===== config.mk =====
export PLATFORM = sky130hd
export DESIGN_NAME = aes_state_assembler
export DESIGN_NICKNAME = d
export VERILOG_FILES = /design/src/rtl/aes_state_assembler_pkg.sv /design/src/rtl/aes_state_slot_reg.sv /design/src/rtl/aes_state_assembler.sv
export SDC_FILE = /design/constraint.sdc
export NUM_CORES = 1
export LEC_CHECK = 0
export ABC_AREA = 1
export BUFFER_PORTS_ARGS = -buffer_cell sky130_fd_sc_hd__buf_4
export CORE_MARGIN = 4
export CORE_UTILIZATION = 51
export CTS_CLUSTER_DIAMETER = 200
export DETAILED_ROUTE_END_ITERATION = 8
export PLACE_DENSITY = 0.8
export SYNTH_ARGS = -nofsm -noshare
export SYNTH_HDL_FRONTEND = slang
export SYNTH_HIERARCHICAL = 1
export SYNTH_SLANG_ARGS = --single-unit

===== constraint.sdc =====
create_clock -name Clk -period 1.7 [get_ports Clk]
set_input_delay 0.34 -clock Clk [delete_from_list [all_inputs] [get_ports Clk]]
set_output_delay 0.34 -clock Clk [all_outputs]
set_load 0.01 [all_outputs]

===== src/rtl/aes_state_assembler_pkg.sv =====
`default_nettype none
// +----------------------------------------------------------------------+
// | Package  : aes_asm_pkg                                               |
// | Purpose  : Shared constants, FSM encoding and slot-position helper   |
// |            for the AES column-word to state assembler.               |
// | Revision : 1.0 - initial release                                     |
// +----------------------------------------------------------------------+
package aes_asm_pkg;

    localparam int AES_WORD_W    = 32;
    localparam int AES_NUM_WORDS = 4;
    localparam int AES_STATE_W   = AES_WORD_W * AES_NUM_WORDS;

    typedef enum logic [0:0] {
        FILL = 1'b0,
        FULL = 1'b1
    } asm_state_t;

    // LSB position of column slot idx; column 0 occupies the top word.
    // With the default widths this is 96 - 32*idx.
    function automatic int slot_lsb(input int idx,
                                    input int word_w    = AES_WORD_W,
                                    input int num_words = AES_NUM_WORDS);
        return (num_words - 1 - idx) * word_w;
    endfunction

endpackage : aes_asm_pkg
`default_nettype wire


===== src/rtl/aes_state_slot_reg.sv =====
`default_nettype none
// +----------------------------------------------------------------------+
// | Module   : aes_state_slot_reg                                        |
// | Purpose  : State-wide register built from independently enabled     |
// |            word slots sharing one word-wide write port.              |
// | Ports    : Clk      - rising-edge clock                              |
// |            Reset_n  - asynchronous active-low reset (clears slots)   |
// |            word_en  - one write enable per slot, slot 0 = column 0   |
// |            wr_word  - data written into every enabled slot           |
// |            q        - register contents, column 0 in the MSBs        |
// | Revision : 1.0 - initial release                                     |
// +----------------------------------------------------------------------+
module aes_state_slot_reg
    import aes_asm_pkg::*;
#(
    parameter int WORD_W    = AES_WORD_W,
    parameter int NUM_WORDS = AES_NUM_WORDS
) (
    input  logic                        Clk,
    input  logic                        Reset_n,
    input  logic [NUM_WORDS-1:0]        word_en,
    input  logic [WORD_W-1:0]           wr_word,
    output logic [WORD_W*NUM_WORDS-1:0] q
);

    // Each slot is its own register so that every bit of q has a single
    // driver.
    generate
        for (genvar k = 0; k < NUM_WORDS; k++) begin : g_slot
            localparam int LSB = slot_lsb(k, WORD_W, NUM_WORDS);
            logic [WORD_W-1:0] r_word;

            always_ff @(posedge Clk or negedge Reset_n) begin
                if (!Reset_n) begin
                    r_word <= '0;
                end else if (word_en[k]) begin
                    r_word <= wr_word;
                end
            end

            assign q[LSB +: WORD_W] = r_word;
        end
    endgenerate

endmodule : aes_state_slot_reg
`default_nettype wire


===== src/rtl/aes_state_assembler.sv =====
`default_nettype none
// +----------------------------------------------------------------------+
// | Module   : aes_state_assembler                                       |
// | Purpose  : Collects serial 32-bit column words into a 128-bit AES    |
// |            state and offers it downstream with valid/ready.          |
// | Ports    : Clk, Reset_n (async active-low)                           |
// |            clear      - synchronous abort of partial/pending state   |
// |            in_valid / in_ready / in_word   - column word input       |
// |            out_valid / out_ready / out_state - assembled state       |
// |            word_count - words held in the current partial state      |
// | Option   : AES_ASM_SKID_EN - adds a separate output register so the  |
// |            next state can fill while the previous one is pending.    |
// | Revision : 1.0 - initial release                                     |
// +----------------------------------------------------------------------+
module aes_state_assembler
    import aes_asm_pkg::*;
#(
    parameter int WORD_W    = AES_WORD_W,
    parameter int NUM_WORDS = AES_NUM_WORDS
) (
    input  logic                        Clk,
    input  logic                        Reset_n,
    input  logic                        clear,
    input  logic                        in_valid,
    output logic                        in_ready,
    input  logic [WORD_W-1:0]           in_word,
    output logic                        out_valid,
    input  logic                        out_ready,
    output logic [WORD_W*NUM_WORDS-1:0] out_state,
    output logic [1:0]                  word_count
);

    localparam int                STATE_W  = WORD_W * NUM_WORDS;
    localparam int                CNT_W    = 2;
    localparam logic [CNT_W-1:0]  LAST_IDX = CNT_W'(NUM_WORDS - 1);

    asm_state_t             r_state;
    asm_state_t             w_state_next;
    logic [CNT_W-1:0]       r_word_count;
    logic [CNT_W-1:0]       w_word_count_next;
    logic                   r_in_ready;
    logic                   r_out_valid;
    logic                   w_out_valid_next;
    logic                   w_in_xfer;
    logic                   w_out_xfer;
    logic [NUM_WORDS-1:0]   w_word_en;
    logic [STATE_W-1:0]     w_asm_q;
`ifdef AES_ASM_SKID_EN
    logic [STATE_W-1:0]     r_out_state;
    logic [STATE_W-1:0]     w_out_data;
    logic                   w_out_load;
`endif

    assign w_in_xfer  = in_valid & r_in_ready;
    assign w_out_xfer = r_out_valid & out_ready;

    // clear suppresses the slot write so an aborted word never lands.
    generate
        for (genvar k = 0; k < NUM_WORDS; k++) begin : g_word_en
            assign w_word_en[k] = w_in_xfer && !clear && (r_word_count == CNT_W'(k));
        end
    endgenerate

    aes_state_slot_reg #(
        .WORD_W    (WORD_W),
        .NUM_WORDS (NUM_WORDS)
    ) u_asm_reg (
        .Clk     (Clk),
        .Reset_n (Reset_n),
        .word_en (w_word_en),
        .wr_word (in_word),
        .q       (w_asm_q)
    );

    always_comb begin
        w_state_next      = r_state;
        w_word_count_next = r_word_count;
        w_out_valid_next  = r_out_valid;
`ifdef AES_ASM_SKID_EN
        w_out_load        = 1'b0;
        w_out_data        = w_asm_q;
`endif
        if (clear) begin
            w_state_next      = FILL;
            w_word_count_next = '0;
            w_out_valid_next  = 1'b0;
        end else begin
            case (r_state)
                FILL: begin
`ifdef AES_ASM_SKID_EN
                    if (w_out_xfer) begin
                        w_out_valid_next = 1'b0;
                    end
`endif
                    if (w_in_xfer) begin
                        if (r_word_count == LAST_IDX) begin
                            w_word_count_next = '0;
`ifdef AES_ASM_SKID_EN
                            // Hand the completed state (last word taken
                            // straight from the input) to the output
                            // register if it is free or draining now.
                            if (!r_out_valid || out_ready) begin
                                w_out_load       = 1'b1;
                                w_out_data       = {w_asm_q[STATE_W-1:WORD_W], in_word};
                                w_out_valid_next = 1'b1;
                            end else begin
                                w_state_next = FULL;
                            end
`else
                            w_state_next     = FULL;
                            w_out_valid_next = 1'b1;
`endif
                        end else begin
                            w_word_count_next = r_word_count + CNT_W'(1);
                        end
                    end
                end
                FULL: begin
                    if (w_out_xfer) begin
                        w_state_next = FILL;
`ifdef AES_ASM_SKID_EN
                        // Held state replaces the one being drained.
                        w_out_load       = 1'b1;
                        w_out_valid_next = 1'b1;
`else
                        w_out_valid_next = 1'b0;
`endif
                    end
                end
                default: begin
                    w_state_next = FILL;
                end
            endcase
        end
    end

    always_ff @(posedge Clk or negedge Reset_n) begin
        if (!Reset_n) begin
            r_state      <= FILL;
            r_word_count <= '0;
            r_in_ready   <= 1'b0;
            r_out_valid  <= 1'b0;
        end else begin
            r_state      <= w_state_next;
            r_word_count <= w_word_count_next;
            r_in_ready   <= (w_state_next == FILL);
            r_out_valid  <= w_out_valid_next;
        end
    end

`ifdef AES_ASM_SKID_EN
    always_ff @(posedge Clk or negedge Reset_n) begin
        if (!Reset_n) begin
            r_out_state <= '0;
        end else if (w_out_load) begin
            r_out_state <= w_out_data;
        end
    end

    assign out_state = r_out_state;
`else
    assign out_state = w_asm_q;
`endif

    assign in_ready   = r_in_ready;
    assign out_valid  = r_out_valid;
    assign word_count = r_word_count;

endmodule : aes_state_assembler
`default_nettype wire


### Word-level counts from Yosys, hierarchy flattened

Cells that the tools add are included.

| storage, ports and cells | value |
|---|---|
| register bits | 133 |
| output and inout bits | 132 |
| input bits | 37 |
| logic and storage cells | 44 |

| cells by class | value |
|---|---|
| $add $sub $neg | 1 |
| reduce and logical (&&, ||, !) cells | 10 |
| equal/unequal tests | 7 |
| bitwise operators | 4 |
| multiplexer cells | 14 |

Operators by type and width:

| cell | number |
|---|---|
| 1-bit 2-to-1 mux | 8 |
| 2-bit 2-to-1 mux | 4 |
| 3-bit != test (second input constant) | 2 |
| 1-bit logical AND | 5 |
| 2-bit equality test (second input constant) | 2 |
| 1-bit one-hot mux with 2 select lines | 2 |
| 3-bit by 2-bit != test with 1-bit output (second input constant) | 1 |
| 3-bit AND reduction | 1 |
| 2-bit by 1-bit adder with 2-bit output (second input constant) | 1 |
| 1-bit AND | 2 |
| 2-bit by 1-bit equality test with 1-bit output (second input constant) | 1 |
| 2-bit zero test | 1 |
| 2-bit != test (second input constant) | 1 |
| 1-bit inverter | 2 |
| 2-bit AND reduction | 1 |
| 2-bit nonzero test | 1 |
| 1-bit zero test | 1 |

### Longest topological paths before layout

| logic depth | value |
|---|---|
| depth after elaboration | 6 |
| mapped depth | 9 |
| gate-level depth less buffers | 7 |

### By module

The synthesis kept the hierarchy.

Modules (own cells, without submodules):

| module | cells each | area an instance (um^2) | times used |
|---|---|---|---|
| aes_state_slot_reg | 544 | 5,036.1 | 1 |
| aes_state_assembler | 42 | 320.3 | 1 |

### Worst setup path after synthesis

OpenSTA, ideal clock, no wires.

| timing | value |
|---|---|
| path kind | reg2reg |
| start point | register r_word_count[0] (netlist: word_count[0]) |
| end point | register u_asm_reg.g_slot[2].r_word[10] |
| data arrival time | 1.226 ns |
| setup slack | 0.358 ns |
| data required time | 1.584 ns |
| library setup time | 0.116 ns |
| period minus slack after synthesis | 1.342 ns |
| buffers on the path | 2 |
| stages on the path, launching flop included | 10 |
| cells stage by stage | dfrtp_1 > inv_1 > ha_1 > inv_1 > nor2_1 > buf_6 > inv_8 > buf_12 > nand2_2 > nand2_1 |

| on the way | value |
|---|---|
| longest elaborated chain between the ends | 2 |

Ends and longest elaborated chain:

| item | RTL line | source |
|---|---|---|
| start, declared | aes_state_assembler.sv:39 | `logic [CNT_W-1:0] r_word_count;` |
| start signal, assigned | aes_state_assembler.sv:145 | `r_word_count <= w_word_count_next;` |
| 2-bit equality test | aes_state_assembler.sv:60 | `assign w_word_en[k] = w_in_xfer && !clear && (r_word_count == CNT_W'(k));` |
| 1-bit logical AND | aes_state_assembler.sv:60 |  |
| via w_word_en[2] | aes_state_assembler.sv:46 | `logic [NUM_WORDS-1:0] w_word_en;` |
| end signal, assigned | aes_state_slot_reg.sv:37 | `r_word <= wr_word;` |
| end, declared | aes_state_slot_reg.sv:31 | `logic [WORD_W-1:0] r_word;` |

The timed path passes the listed nets, and every way through them passes these cells.
A chain may end at the register's enable or synchronous reset.

### Final worst setup path

| timing | value |
|---|---|
| start point | register r_word_count[1] (netlist: word_count[1]) |
| end point | register u_asm_reg.g_slot[1].r_word[14] |

| on the way | value |
|---|---|
| longest elaborated chain between the ends | 2 |

Ends and longest elaborated chain:

| item | RTL line |
|---|---|
| 2-bit by 1-bit equality test with 1-bit output | aes_state_assembler.sv:60 |
| 1-bit logical AND | aes_state_assembler.sv:60 |
| via w_word_en[1] | aes_state_assembler.sv:46 |
| end signal, assigned | aes_state_slot_reg.sv:37 |
| end, declared | aes_state_slot_reg.sv:31 |

The timed path passes the listed nets, and every way through them passes these cells.

==> results_dict.tcl <==
set metrics [dict create \
    core_sq_um 10300 \
    fin_ws_ps 188 \
    netlist_area_sq_um 5360 \
    grt_pass1_wl_um 23400 \
    reg2reg_slack_ps 190 \
    slew_headroom_pct 71.4 \
    critPathRequiredTime_ps 2080 \
    antenna_cells 0 \
    p_leak_uw 0.00412 \
    crit_start "word_count[1]" \
    setup_viol 0 \
    worstSetupPathType "register to register" \
    vias_per_cell 4.90 \
    syn_nets 627 \
    wire_per_inst_um 15.6 \
    initial_core_util_pct 52.1 \
    ios 169 \
    status "finished clean" \
    layout-drive-gt1-share_pct 32.0 \
    end_kind "register" \
    clock_latency_ps 500 \
    worstReg2RegStart "word_count[1]" \
    crit_fanout 32 \
    antenna_left 0 \
    wl_um 14100 \
    portBuffers 168 \
    arrival_ps 1900 \
    grtUsageMet1_pct 29.5 \
    finalCriticalPeriod_ps 1510 \
    drt_iter0_markers 257 \
    tns_ps 0 \
    grtUsageTotal_pct 23.8 \
    crit_path_end "u_asm_reg/g_slot[1].r_word[14]" \
    finalNetCount 800 \
    die_w_um 110 \
    fmax_mhz 661 \
    post-cts-setup-buffers 0 \
    cts_buffers 17 \
    antenna_found_initial 0 \
    global_route.usage.met2_pct 40.0 \
    rr_worst_depth 7 \
    p_per_area_nw_per_um2 1500 \
    remaining_drc_errors 0 \
    worst_slew_pin_slew_ps 429 \
    cap_violations 0 \
    vias 4444 \
    hp-class "input port to register" \
    gr-total-overflow 0 \
    p_total_uw 10900 \
    fp.dieH_um 110 \
    syn_to_final_growth_pct 34.7 \
    row_count 37 \
    final.setup_skew_ps 8.97 \
    first_global_vias 4564 \
    clockBufferDepth 2 \
    dr.pass1.iters 4 \
    ys_ff_latch 133 \
    timing.final.crit_share_pct 88.9 \
    hpwl_um 10000 \
    hold_violations 0 \
    dp_slack_ps 116 \
    cts.sinks 133 \
    met3_usage_pct 6.41 \
    drv_slew 0 \
    rsz0062_at_grt "no" \
    cts_tree "done" \
    busiest_layer "met2" \
    ys_seq_area_share_pct 62.1 \
    clk_pin_slew_ps 60 \
    syn_inst 586 \
    grt_max_degree 49 \
    peakVddDrop_uv 801 \
    post-route-util_pct 70.2 \
    yosysWarningCount 6 \
    die_area_sq_um 12200 \
    gp_congestion 0.795 \
    clockRootBuffer "clkbuf_8" \
    ys_types 19 \
    htree_levels 4 \
    cp-start-kind "register" \
    fillerInstances 791 \
    synth_area_per_cell_sq_um 9.14 \
    worst_r2r_endpoint "u_asm_reg/g_slot[1].r_word[14]" \
]
-- where the power goes --
part | total, uW | switching, uW | leakage, uW | internal, uW
Combinational | 2840 | 1420 | 0.00213 | 1410
Clock | 3470 | 1320 | 0.000280 | 2150
Sequential | 4550 | 557 | 0.00171 | 3990
-- cell families (layout without fill, tap and decap cells) --
logic type | Yosys count | count (layout) | share of synthesized area, %
and+or+nand+nor | 407 | 407 | 29.9
DFF | 133 | 133 | 62.1
buffers and inverters | 40 | 225 | 6.84
adders and majority gates | 4 | 4 | 0.934
AOI/OAI and AO/OA | 2 | 2 | 0.234
-- cell usage after synthesis --
cell type / number / area, sq um
nand2_1: 373 / 1400
dfrtp_1: 133 / 3330
nand2_2: 23 / 144
buf_6: 17 / 191
buf_4: 8 / 60.1
inv_1: 6 / 22.5
nor2_1: 6 / 22.5
ha_1: 4 / 50.1
inv_4: 3 / 18.8
buf_12: 2 / 40.0
inv_2: 2 / 7.51
nand3_1: 2 / 10.0
buf_8: 1 / 15.0
inv_8: 1 / 11.3
nand3_2: 1 / 10.0
nand4_1: 1 / 6.26
nor2_2: 1 / 6.26
o21a_1: 1 / 7.51
o21ai_1: 1 / 5.00
-- how the worst min path moves through the flow --
stage | slack [ps] | start | cells past startpoint | end
6_report | 70 | in_word[12] | 3 | u_asm_reg/g_slot[0].r_word[12]
5_1_grt | 60 | in_word[13] | 3 | u_asm_reg/g_slot[0].r_word[13]
4_1_cts | 40 | in_word[25] | 3 | u_asm_reg/g_slot[0].r_word[25]
3_5_place_dp | 310 | Reset_n | 1 | out_valid
3_3_place_gp | 310 | Reset_n | 1 | r_state
2_1_floorplan | 40 | Reset_n | 0 | in_ready
-- per-layer routing --
layer | up-vias | wire length [um]
met3 | 23 | 990
met4 | 0 | 274
met2 | 178 | 7160
met5 | - | 0
met1 | 2135 | 5690
li1 | 2108 | -
-- cell type report --
type | count | area, sq um | area share [%]
Sequential cell | 133 | 3330 | 46.1
Inverter | 12 | 60.1 | 0.832
Tap cell | 136 | 170 | 2.36
Multi-Input combinational cell | 413 | 1690 | 23.4
Clock buffer | 19 | 442 | 6.12
Timing Repair Buffer | 182 | 1390 | 19.3
Clock inverter | 12 | 130 | 1.80
-- cell usage in the layout (no fill, tap or decap), drive strengths merged --
cell type	netlist	final
buf	28	181
bufinv	0	2
clkbuf	0	19
clkinv	0	7
clkinvlp	0	2
dfrtp	133	133
dlygate4sd3	0	1
ha	4	4
inv	12	13
nand2	396	396
nand3	3	3
nand4	1	1
nor2	7	7
o21a	1	1
o21ai	1	1
-- critical path, stage by stage, from the launching register on --
cell and delay, ps:
dfrtp_1 430, inv_1 100, ha_1 150, inv_1 60, nor2_4 240, inv_4 200, nand2_1 130, nand2_1 70
-- per-stage QoR --
step	hold WS [ps]	std cells	instance area [sq um]
after global routing	57.2	907	7220
after detailed placement	311	875	6630
after CTS	44.7	907	7220
after global placement	306	875	6630
after floorplan	44.4	586	5360
final	66.6	907	7220
-- state kept, by name (all words and copies together) (netlist names) --
| name | flops |
|---|---|
| u_asm_reg/g_slot.r_word | 128 |
| word_count | 2 |
| r_state | 1 |
| out_valid | 1 |
| in_ready | 1 |
-- what timing repair did --
| item | CTS | global route |
|---|---|---|
| resized for setup | 0 | 0 |
| hold buffers | 1 | 0 |
| hold endpoints to repair | 28 | 0 |
No activity file was read; power rests on OpenSTA's default activity.
